`src/rtl/uart_rx_pkg.sv`:
```
// uart_rx_pkg: shared states, legal prescale values and frame bit indices for the UART RX controller
package uart_rx_pkg;
  typedef enum logic [2:0] {IDLE, START, DATA, PARITY, STOP, CHECK} rx_state_e;
  localparam int BIT_CNT_W = 4;
  localparam logic [5:0] PRESCALE_8 = 6'd8;
  localparam logic [5:0] PRESCALE_16 = 6'd16;
  localparam logic [5:0] PRESCALE_32 = 6'd32;
  localparam logic [BIT_CNT_W-1:0] START_IDX = 4'd0;
  localparam logic [BIT_CNT_W-1:0] DATA_FIRST = 4'd1;
  localparam logic [BIT_CNT_W-1:0] DATA_LAST = 4'd8;
  localparam logic [BIT_CNT_W-1:0] PAR_IDX = 4'd9;
endpackage

```
`src/rtl/uart_rx_edge_bit_cnt.sv`:
```
// uart_rx_edge_bit_cnt: oversampling edge counter and frame bit index with wrap/strobe-point flags
module uart_rx_edge_bit_cnt
  import uart_rx_pkg::*;
(
  input  logic                 clk,
  input  logic                 rst,
  input  logic                 en,
  input  logic                 clr,
  input  logic                 mode,
  input  logic [5:0]           p,
  output logic [BIT_CNT_W-1:0] bit_cnt,
  output logic                 wrap,
  output logic                 strb_pt,
  output logic                 chk_pt
);
  logic [4:0] edge_cnt;
  logic [4:0] strb_at;
  assign strb_at = p[5:1] + 5'(mode);
  assign wrap = en && edge_cnt == 5'(p - 6'd1);
  assign strb_pt = edge_cnt == strb_at;
  assign chk_pt = edge_cnt == strb_at + 5'd1;
  always_ff @(posedge clk) begin
    if (rst || clr) begin
      edge_cnt <= '0;
      bit_cnt <= START_IDX;
    end else if (en) begin
      edge_cnt <= wrap ? 5'd0 : edge_cnt + 5'd1;
      bit_cnt <= wrap ? bit_cnt + 4'd1 : bit_cnt;
    end
  end
endmodule

```
`src/rtl/uart_rx_ctrl.sv`:
```
// uart_rx_ctrl: UART receive sequencer driving sample strobes, checker enables and frame result flags
module uart_rx_ctrl
  import uart_rx_pkg::*;
#(
  parameter int PRESCALE_W = 6
) (
  input  logic                  clk,
  input  logic                  rst,
  input  logic                  rx_in,
  input  logic                  PAR_EN,
  input  logic [PRESCALE_W-1:0] prescale,
  input  logic                  samp_mode,
  input  logic                  strt_glitch,
  input  logic                  par_err,
  input  logic                  stp_err,
  output logic [BIT_CNT_W-1:0]  BIT_COUNT,
  output logic                  sample_one_bit,
  output logic                  sample_three_bit,
  output logic                  strt_chk_en,
  output logic                  par_chk_en,
  output logic                  stp_chk_en,
  output logic                  Data_valid,
  output logic                  par_error,
  output logic                  stp_error,
  output logic                  busy
);
  rx_state_e state, state_nxt;
  logic [5:0] p_q, p_sel;
  logic par_en_q, mode_q, active, wrap, strb_pt, chk_pt, starting;
  assign p_sel = (prescale == PRESCALE_W'(PRESCALE_16)) ? PRESCALE_16 :
                 (prescale == PRESCALE_W'(PRESCALE_32)) ? PRESCALE_32 : PRESCALE_8;
  assign starting = state == IDLE && !rx_in;
  uart_rx_edge_bit_cnt u_cnt (
    .clk     (clk),
    .rst     (rst),
    .en      (active),
    .clr     (state == IDLE || state_nxt == IDLE),
    .mode    (mode_q),
    .p       (p_q),
    .bit_cnt (BIT_COUNT),
    .wrap    (wrap),
    .strb_pt (strb_pt),
    .chk_pt  (chk_pt)
  );
  always_ff @(posedge clk) begin
    if (rst) begin
      state <= IDLE;
      p_q <= PRESCALE_8;
      par_en_q <= 1'b0;
      mode_q <= 1'b0;
      Data_valid <= 1'b0;
      par_error <= 1'b0;
      stp_error <= 1'b0;
    end else begin
      state <= state_nxt;
      p_q <= starting ? p_sel : p_q;
      par_en_q <= starting ? PAR_EN : par_en_q;
      mode_q <= starting ? samp_mode : mode_q;
      Data_valid <= state == CHECK && !(stp_err || (par_en_q && par_err));
      par_error <= state == CHECK && par_en_q && par_err;
      stp_error <= state == CHECK && stp_err;
    end
  end
  // glitch abort is tested before the wrap so it wins when both coincide
  always_comb begin
    state_nxt = state;
    active = state == START || state == DATA || state == PARITY || state == STOP;
    busy = state != IDLE;
    sample_one_bit = active && !mode_q && strb_pt;
    sample_three_bit = active && mode_q && strb_pt;
    strt_chk_en = state == START && chk_pt;
    stp_chk_en = state == CHECK;
    par_chk_en = state == CHECK && par_en_q;
    case (state)
      IDLE:    state_nxt = !rx_in ? START : IDLE;
      START:   state_nxt = (strt_chk_en && strt_glitch) ? IDLE : wrap ? DATA : START;
      DATA:    state_nxt = (wrap && BIT_COUNT == DATA_LAST) ? (par_en_q ? PARITY : STOP) : DATA;
      PARITY:  state_nxt = wrap ? STOP : PARITY;
      STOP:    state_nxt = strb_pt ? CHECK : STOP;
      CHECK:   state_nxt = IDLE;
      default: state_nxt = IDLE;
    endcase
  end
endmodule

```
`config.mk`:
```
export PLATFORM = sky130hd
export DESIGN_NAME = uart_rx_ctrl
export DESIGN_NICKNAME = d
export VERILOG_FILES = /design/src/rtl/uart_rx_pkg.sv /design/src/rtl/uart_rx_edge_bit_cnt.sv /design/src/rtl/uart_rx_ctrl.sv
export SDC_FILE = /design/constraint.sdc
export NUM_CORES = 1
export LEC_CHECK = 0
export BUFFER_PORTS_ARGS = -buffer_cell sky130_fd_sc_hd__buf_2
export CORE_ASPECT_RATIO = 1.5
export CORE_UTILIZATION = 53
export DETAILED_ROUTE_END_ITERATION = 7
export PLACE_DENSITY_LB_ADDON = 0.25
export SLEW_MARGIN = 20
export SYNTH_ARGS = -nofsm -noshare
export SYNTH_HDL_FRONTEND = slang
export SYNTH_SLANG_ARGS = --single-unit
```
`constraint.sdc`:
```
create_clock -name clk -period 2.8 [get_ports clk]
set_clock_uncertainty 0.2 [all_clocks]
set_input_delay 0.14 -clock clk [delete_from_list [all_inputs] [get_ports clk]]
set_output_delay 0.14 -clock clk [all_outputs]
set_load 0.02 [all_outputs]
```
==> results of run 1 <==
## area by class of cell
cell class / instances / area (um^2)
Multi-Input combinational cell: 109 / 772
Fill cell: 179 / 594
Sequential cell: 20 / 400
Timing Repair Buffer: 39 / 255
Inverter: 8 / 30.0
Tap cell: 22 / 27.5
Clock buffer: 3 / 22.5
## state kept, by name, indices dropped and copies added, names as in the netlist
signal and cells:
stp_error 1, mode_q 1, state 3, par_error 1, par_en_q 1, Data_valid 1, u_cnt.bit_cnt 4, u_cnt.edge_cnt 5
p_q 3
## worst paths after layout
check                           startpoint  endpoint  slack, ns
worst max-delay path              state[1]    p_q[4]       0.39
worst min-delay path                   rst  state[0]      0.009
worst max register to register    state[1]    p_q[4]       0.39
worst min register to register      p_q[5]    p_q[5]       0.30
## cell usage after synthesis, types with 2 or more instances
cell	count
dfxtp_1	20
nand2_1	14
a21oi_1	10
inv_1	7
xor2_1	7
a2111oi_1	6
nand3_1	6
nor2_1	6
nor3_1	6
nand2b_1	4
o21ai_0	4
xnor2_1	4
a211oi_1	3
and3_1	3
clkbuf_1	3
ha_1	3
nor3_2	3
a21o_1	2
nand4b_1	2
## cells by family after synthesis
family / after synthesis / synth area share [%]
XOR/XNOR: 11 / 7.89
AO/OA/AOI/OAI: 34 / 20.9
flip-flops: 20 / 32.8
adder cells (fa/ha/maj): 3 / 3.07
AND/OR/NAND/NOR: 58 / 28.2
multiplexers: 3 / 3.18
buffers and inverters: 12 / 4.00
## metrics by stage
| stage | area, um^2 | total power, mW | worst slack (ns) | util (%) |
|---|---|---|---|---|
| 4_1_cts | 1510 | 0.515 | 0.424 | 71.7 |
| 5_1_grt | 1510 | 0.537 | 0.258 | 71.7 |
| 2_1_floorplan | 1220 | 0.350 | 0.784 | - |
| 6_report | 1510 | 0.518 | 0.394 | 71.7 |
| 3_5_place_dp | 1380 | 0.377 | 0.526 | 65.4 |
| 3_3_place_gp | 1380 | 0.375 | 0.616 | 65.4 |
## routing by layer
metal	vias up	GRT usage [%]	share of wire, %
li1	603	-	-
met3	10	4.03	4.8
met4	0	12.9	2.3
met2	55	52.7	54
met5	-	0	0
met1	572	27.5	38
## report_power, final
| part | total (mW) | switching (mW) | leakage (nW) | internal, mW |
|---|---|---|---|---|
| clock network | 0.136 | 0.0860 | 0.0138 | 0.0501 |
| logic | 0.0844 | 0.0486 | 0.449 | 0.0358 |
| registers | 0.297 | 0.00824 | 0.162 | 0.289 |
| total | 0.518 | 0.143 | 0.625 | 0.375 |
==> flow_summary.ini, run 1 <==
[floorplan]
die_h_um = 60.8
chipWidth_um = 41.2
num_rows = 20
die-area_um2 = 2500
initial_core_util_pct = 58.1
io_pins = 27
core-area_um2 = 2100

[cells_and_area]
drive_above_1_share_pct = 24.0
layout_commonest_cell = buf_2
antenna_cells = 0
area_growth_pct = 23.5
design.final.nets = 198
final_cells = 201
final_cell_mix = 26 x buf_2, 20 x dfxtp_1, 14 x nand2_1

[sta]
timing.setup.tns_ns = 0
max_freq_mhz = 416
hold_violations = 0
slew_headroom_pct = 64.8
report.final.setup_viol = 0
fin_crit_ns = 2.41
finalMaxSlewViolations = 0
period_share_pct = 85.9
max_slew.worst_pin.slew_ns = 0.525
whs_ns = 0.00883
rsz0062_at_grt = false

[setup_path]
cpMaxStageDelayCell = dlygate4sd3_1
worstSetupPathType = register to register
path_buf_inv = 2
cp-end-kind = register
critPathMaxFanout = 8
path_depth = 6
path_cells = nor3_2 > inv_2 > nor2_2 > nand4b_1 > dlygate4sd3_1 > a21oi_1
slowest_delay_ns = 0.58
path_delay_family = simple AND/OR/NAND/NOR gates
cp.required_ns = 2.83
rr_worst_depth = 6
worstSetupStartpointType = register
crit_arrival_ns = 2.44

[logic_synthesis]
async_reset_ff_share_pct = 0
synth_top_area_share_pct = 32.8
synth_warnings = 0
synth_fp_nets = 158
synthCells = 141
synth-main-ff-cell = dfxtp_1
synth_area_per_cell_um2 = 8.66
synth_area_um2 = 1220
seq_area_frac_synth_pct = 32.8
synth_edf_count = 0
synth.largest_area_cell = dfxtp_1
yosysUniqueCellTypes = 47
synth_seq_cells = 20
yosys-top-cells-area = dfxtp_1 33%, xor2_1 5.0%, a2111oi_1 4.9%, nand2_1 4.3%, a21oi_1 4.1%

[clock_tree]
cts_resized = 0
clkTransAtPathRegs_ns = 0.11
ctsLongestPathBuffers = 2
clk_latency_ns = 0.30
cts_inserted_buffers = 3
cts_tree = yes
cts_root_buf = clkbuf_4
hold_buffers = 11
cts_setup_buffers = 0
cts_max_level = 1
clock_sinks = 20

[hold_path]
hold_path_class = input port to register
whs_path_depth = 2

[global_routing]
first_global_vias = 1254
grt_start_max_net_pins = 18
grt.overflow.total = 0
grt_usage_pct = 27.9
grt_pass1_wl_um = 4890
antenna_found_initial = 0

[pwr]
power_density_nw_per_um2 = 343
leakagePower_nw = 0.625
max-vdd-ir-drop_uv = 231

[drt]
wirelength_um = 3010
dr.pass1.iters = 4
vias = 1240
wire_per_inst_um = 15.0
dr.first_iter.drc_count = 60
ant_nets = 0
drc = 0
post_drt_via_cell_ratio = 6.17

[placed_design]
hpwl_um = 2160
gp_congestion = 0.853
dp.cells = 187
io_buffers = 26

[outcome]
status = finished, final reports clean

[flow_run]
maxCapViolCount = 0
(Power assumes the default switching activity.)
==> run 2: changes to the inputs <==
ABC_AREA = 1   (was not set)
BUFFER_PORTS_ARGS = -buffer_cell sky130_fd_sc_hd__clkbuf_2   (was -buffer_cell sky130_fd_sc_hd__buf_2)
==> flow_summary.ini, run 2 <==
[placed_design]
io_buffers = 26
hpwl_um = 2090
gp_congestion = 0.910

[sta]
report.final.setup_viol = 0
period_share_pct = 73.6
rsz0062_at_grt = false
fin_crit_ns = 2.06
max_slew.worst_pin.slew_ns = 0.323
slew_headroom_pct = 78.2
timing.setup.tns_ns = 0
max_freq_mhz = 486
hold_violations = 0
finalMaxSlewViolations = 0

[cells_and_area]
fillCellCount = 200
regMostFlops = u_cnt.edge_cnt
utilization_pct = 70.7
drive_above_1_share_pct = 30.1
final_cell_mix = 28 x nand2_1, 26 x inv_1, 26 x clkbuf_2
design.final.nets = 234
register_area_um2 = 400
layout_commonest_cell = nand2_1
multi_input_area_um2 = 708
largest_register_ffs = 5
largestRegisters = u_cnt.edge_cnt: 5 flops, u_cnt.bit_cnt: 4 flops
antenna_cells = 0
area_growth_pct = 27.0

[setup_path]
worstSetupStartpointType = input port
critPathMaxFanout = 2
cp-end-kind = register
rrSetupSlack_ns = 0.78
cp.required_ns = 2.87
r2r_end = p_q[4]
slowest_delay_ns = 0.60
worstReg2RegStart = state[1]
cpMaxStageDelayCell = dlygate4sd3_1
worstSetupPathType = input port to register
rr_worst_depth = 9
critPathCapture = p_q[5]
path_cells = dlygate4sd3_1 > clkbuf_2 > nand3_1 > dlygate4sd3_1 > a21oi_1 > dlygate4sd3_1
crit_top_cell = dlygate4sd3_1
crit_arrival_ns = 2.13
setup.worst_path.start = prescale[5]

[logic_synthesis]
synth.largest_area_cell = dfxtp_1
yosysUniqueCellTypes = 29
seq_area_frac_synth_pct = 32.6
synth.most_common_cell = nand2_1
synth_fp_nets = 191
synth_area_um2 = 1230
synth_edf_count = 0
synthCells = 174
yosys.area_share.simple_pct = 41.4
synth_seq_cells = 20
synth.area.mux_share_pct = 0
yosys-top-cells-area = dfxtp_1 33%, nand2_1 8.6%, inv_1 7.9%, nor2_2 6.6%, nor2_1 5.5%
synth_top_area_share_pct = 32.6
synth_top_family_by_area = simple AND/OR/NAND/NOR gates
synth_area_per_cell_um2 = 7.06
synth-main-ff-cell = dfxtp_1
synth_warnings = 0
synthXorXnorAreaFrac_pct = 3.56
async_reset_ff_share_pct = 0
synth-adder-area-share_pct = 3.05
ys_top_cells_by_count = 28 x nand2_1, 26 x inv_1, 20 x dfxtp_1, 18 x nor2_1, 13 x nor2_2
synth_compound_area_share_pct = 9.57

[clock_tree]
cts_resized = 0
cts_max_level = 1
ctsLongestPathBuffers = 2
clkTransAtPathRegs_ns = 0.13
cts_inserted_buffers = 3
cts_root_buf = clkbuf_4
clock_sinks = 20
clk_latency_ns = 0.32
cts_tree = yes

[floorplan]
num_rows = 21
die-area_um2 = 2520
io_pins = 27
chipWidth_um = 41.3
die_h_um = 61.0
core-area_um2 = 2210
initial_core_util_pct = 55.7

[global_routing]
first_global_vias = 1128
grt_usage_pct = 26.7
grt_pass1_wl_um = 4560
grt.overflow.total = 0
grt_start_max_net_pins = 13
antenna_found_initial = 0

[drt]
post_drt_via_cell_ratio = 5.21
drc = 0
ant_nets = 0
vias = 1245
dr.pass1.iters = 4
wirelength_um = 2910
dr.first_iter.drc_count = 55
wire_per_inst_um = 12.2

[pwr]
p_sw_mw = 0.165
power.share.combinational_pct = 15.3
switching_share_pct = 25.7
seqPwrFrac_pct = 46.5
clkPwrFrac_pct = 38.1
power_density_nw_per_um2 = 412
max-vdd-ir-drop_uv = 250
p_int_mw = 0.477
leakagePower_nw = 0.748

[hold_path]
worstHoldStart = prescale[2]
hold_path_class = input port to register

[outcome]
status = finished, final reports clean

[flow_run]
maxCapViolCount = 0
run 2: changes by cell type in the layout (fill, tap and decap cells not counted), sizes merged, moves of 6 or more:
cell / previous run / this run
buf: 28 / 0
clkbuf: 3 / 29
nor2: 7 / 33
inv: 8 / 32
nand2: 15 / 38
a2111oi: 7 / 0
nand3: 6 / 13
nor3: 10 / 3
o21ai: 4 / 10
run 2: critical path, delay by kind of cell:
| family | cells | cell delay, ns |
|---|---|---|
| buffers and inverters | 4 | 1.80 |
| and+or+nand+nor | 1 | 0.07 |
| AOI/OAI and AO/OA | 1 | 0.14 |
run 2: repair_timing:
action	in CTS	in global routing
hold buffers	12	0
hold endpoints to repair	8	0
setup buffers	0	0
run 2: worst min-delay path by stage:
stage | end | cells after the start | slack (ns)
2_1_floorplan | p_q[4] | 1 | 0.02
3_3_place_gp | p_q[4] | 2 | 0.16
3_5_place_dp | p_q[4] | 2 | 0.16
4_1_cts | p_q[3] | 5 | 0.08
5_1_grt | p_q[3] | 5 | 0.15
6_report | p_q[3] | 5 | 0.07
run 2: per-stage QoR:
stage	std cells	hold slack (ns)	worst slack (ns)	power [mW]	instance area, um^2
4_1_cts	239	0.0825	0.782	0.639	1560
6_report	239	0.0710	0.741	0.642	1560
3_5_place_dp	223	0.157	0.899	0.387	1390
3_3_place_gp	223	0.162	0.967	0.385	1390
2_1_floorplan	174	0.0185	1.06	0.363	1230
5_1_grt	239	0.151	0.599	0.662	1560
run 2: final cells by class:
type / count / share of cell area (%)
repair buffers: 38 / 16.0
flip-flops and latches: 20 / 25.7
well taps: 23 / 1.84
clock buffers: 3 / 1.44
inverters: 32 / 7.70
multi-input cells: 122 / 45.4
clock inverters: 1 / 1.92
run 2: power groups by stage:
stage / registers (mW) / clock network (mW) / logic, mW
3_5_place_dp: 0.305 / 0 / 0.0816
2_1_floorplan: 0.303 / 0 / 0.0603
5_1_grt: 0.300 / 0.252 / 0.110
4_1_cts: 0.299 / 0.243 / 0.0964
6_report: 0.299 / 0.245 / 0.0985
3_3_place_gp: 0.305 / 0 / 0.0806
run 2: layer usage:
metal / GRT usage, % / up-vias / share of wire (%)
li1: - / 629 / -
met1: 28.1 / 558 / 37
met2: 47.5 / 49 / 55
met3: 5.86 / 9 / 6.1
met4: 12.0 / 0 / 2.0
met5: 0 / - / 0
run 2: logic make-up after synthesis:
| kind of cell | after synthesis |
|---|---|
| AND/OR/NAND/NOR | 95 |
| buffers and inverters | 32 |
| flip-flops | 20 |
| AO/OA/AOI/OAI | 19 |
| XOR/XNOR | 5 |
| adder cells (fa/ha/maj) | 3 |
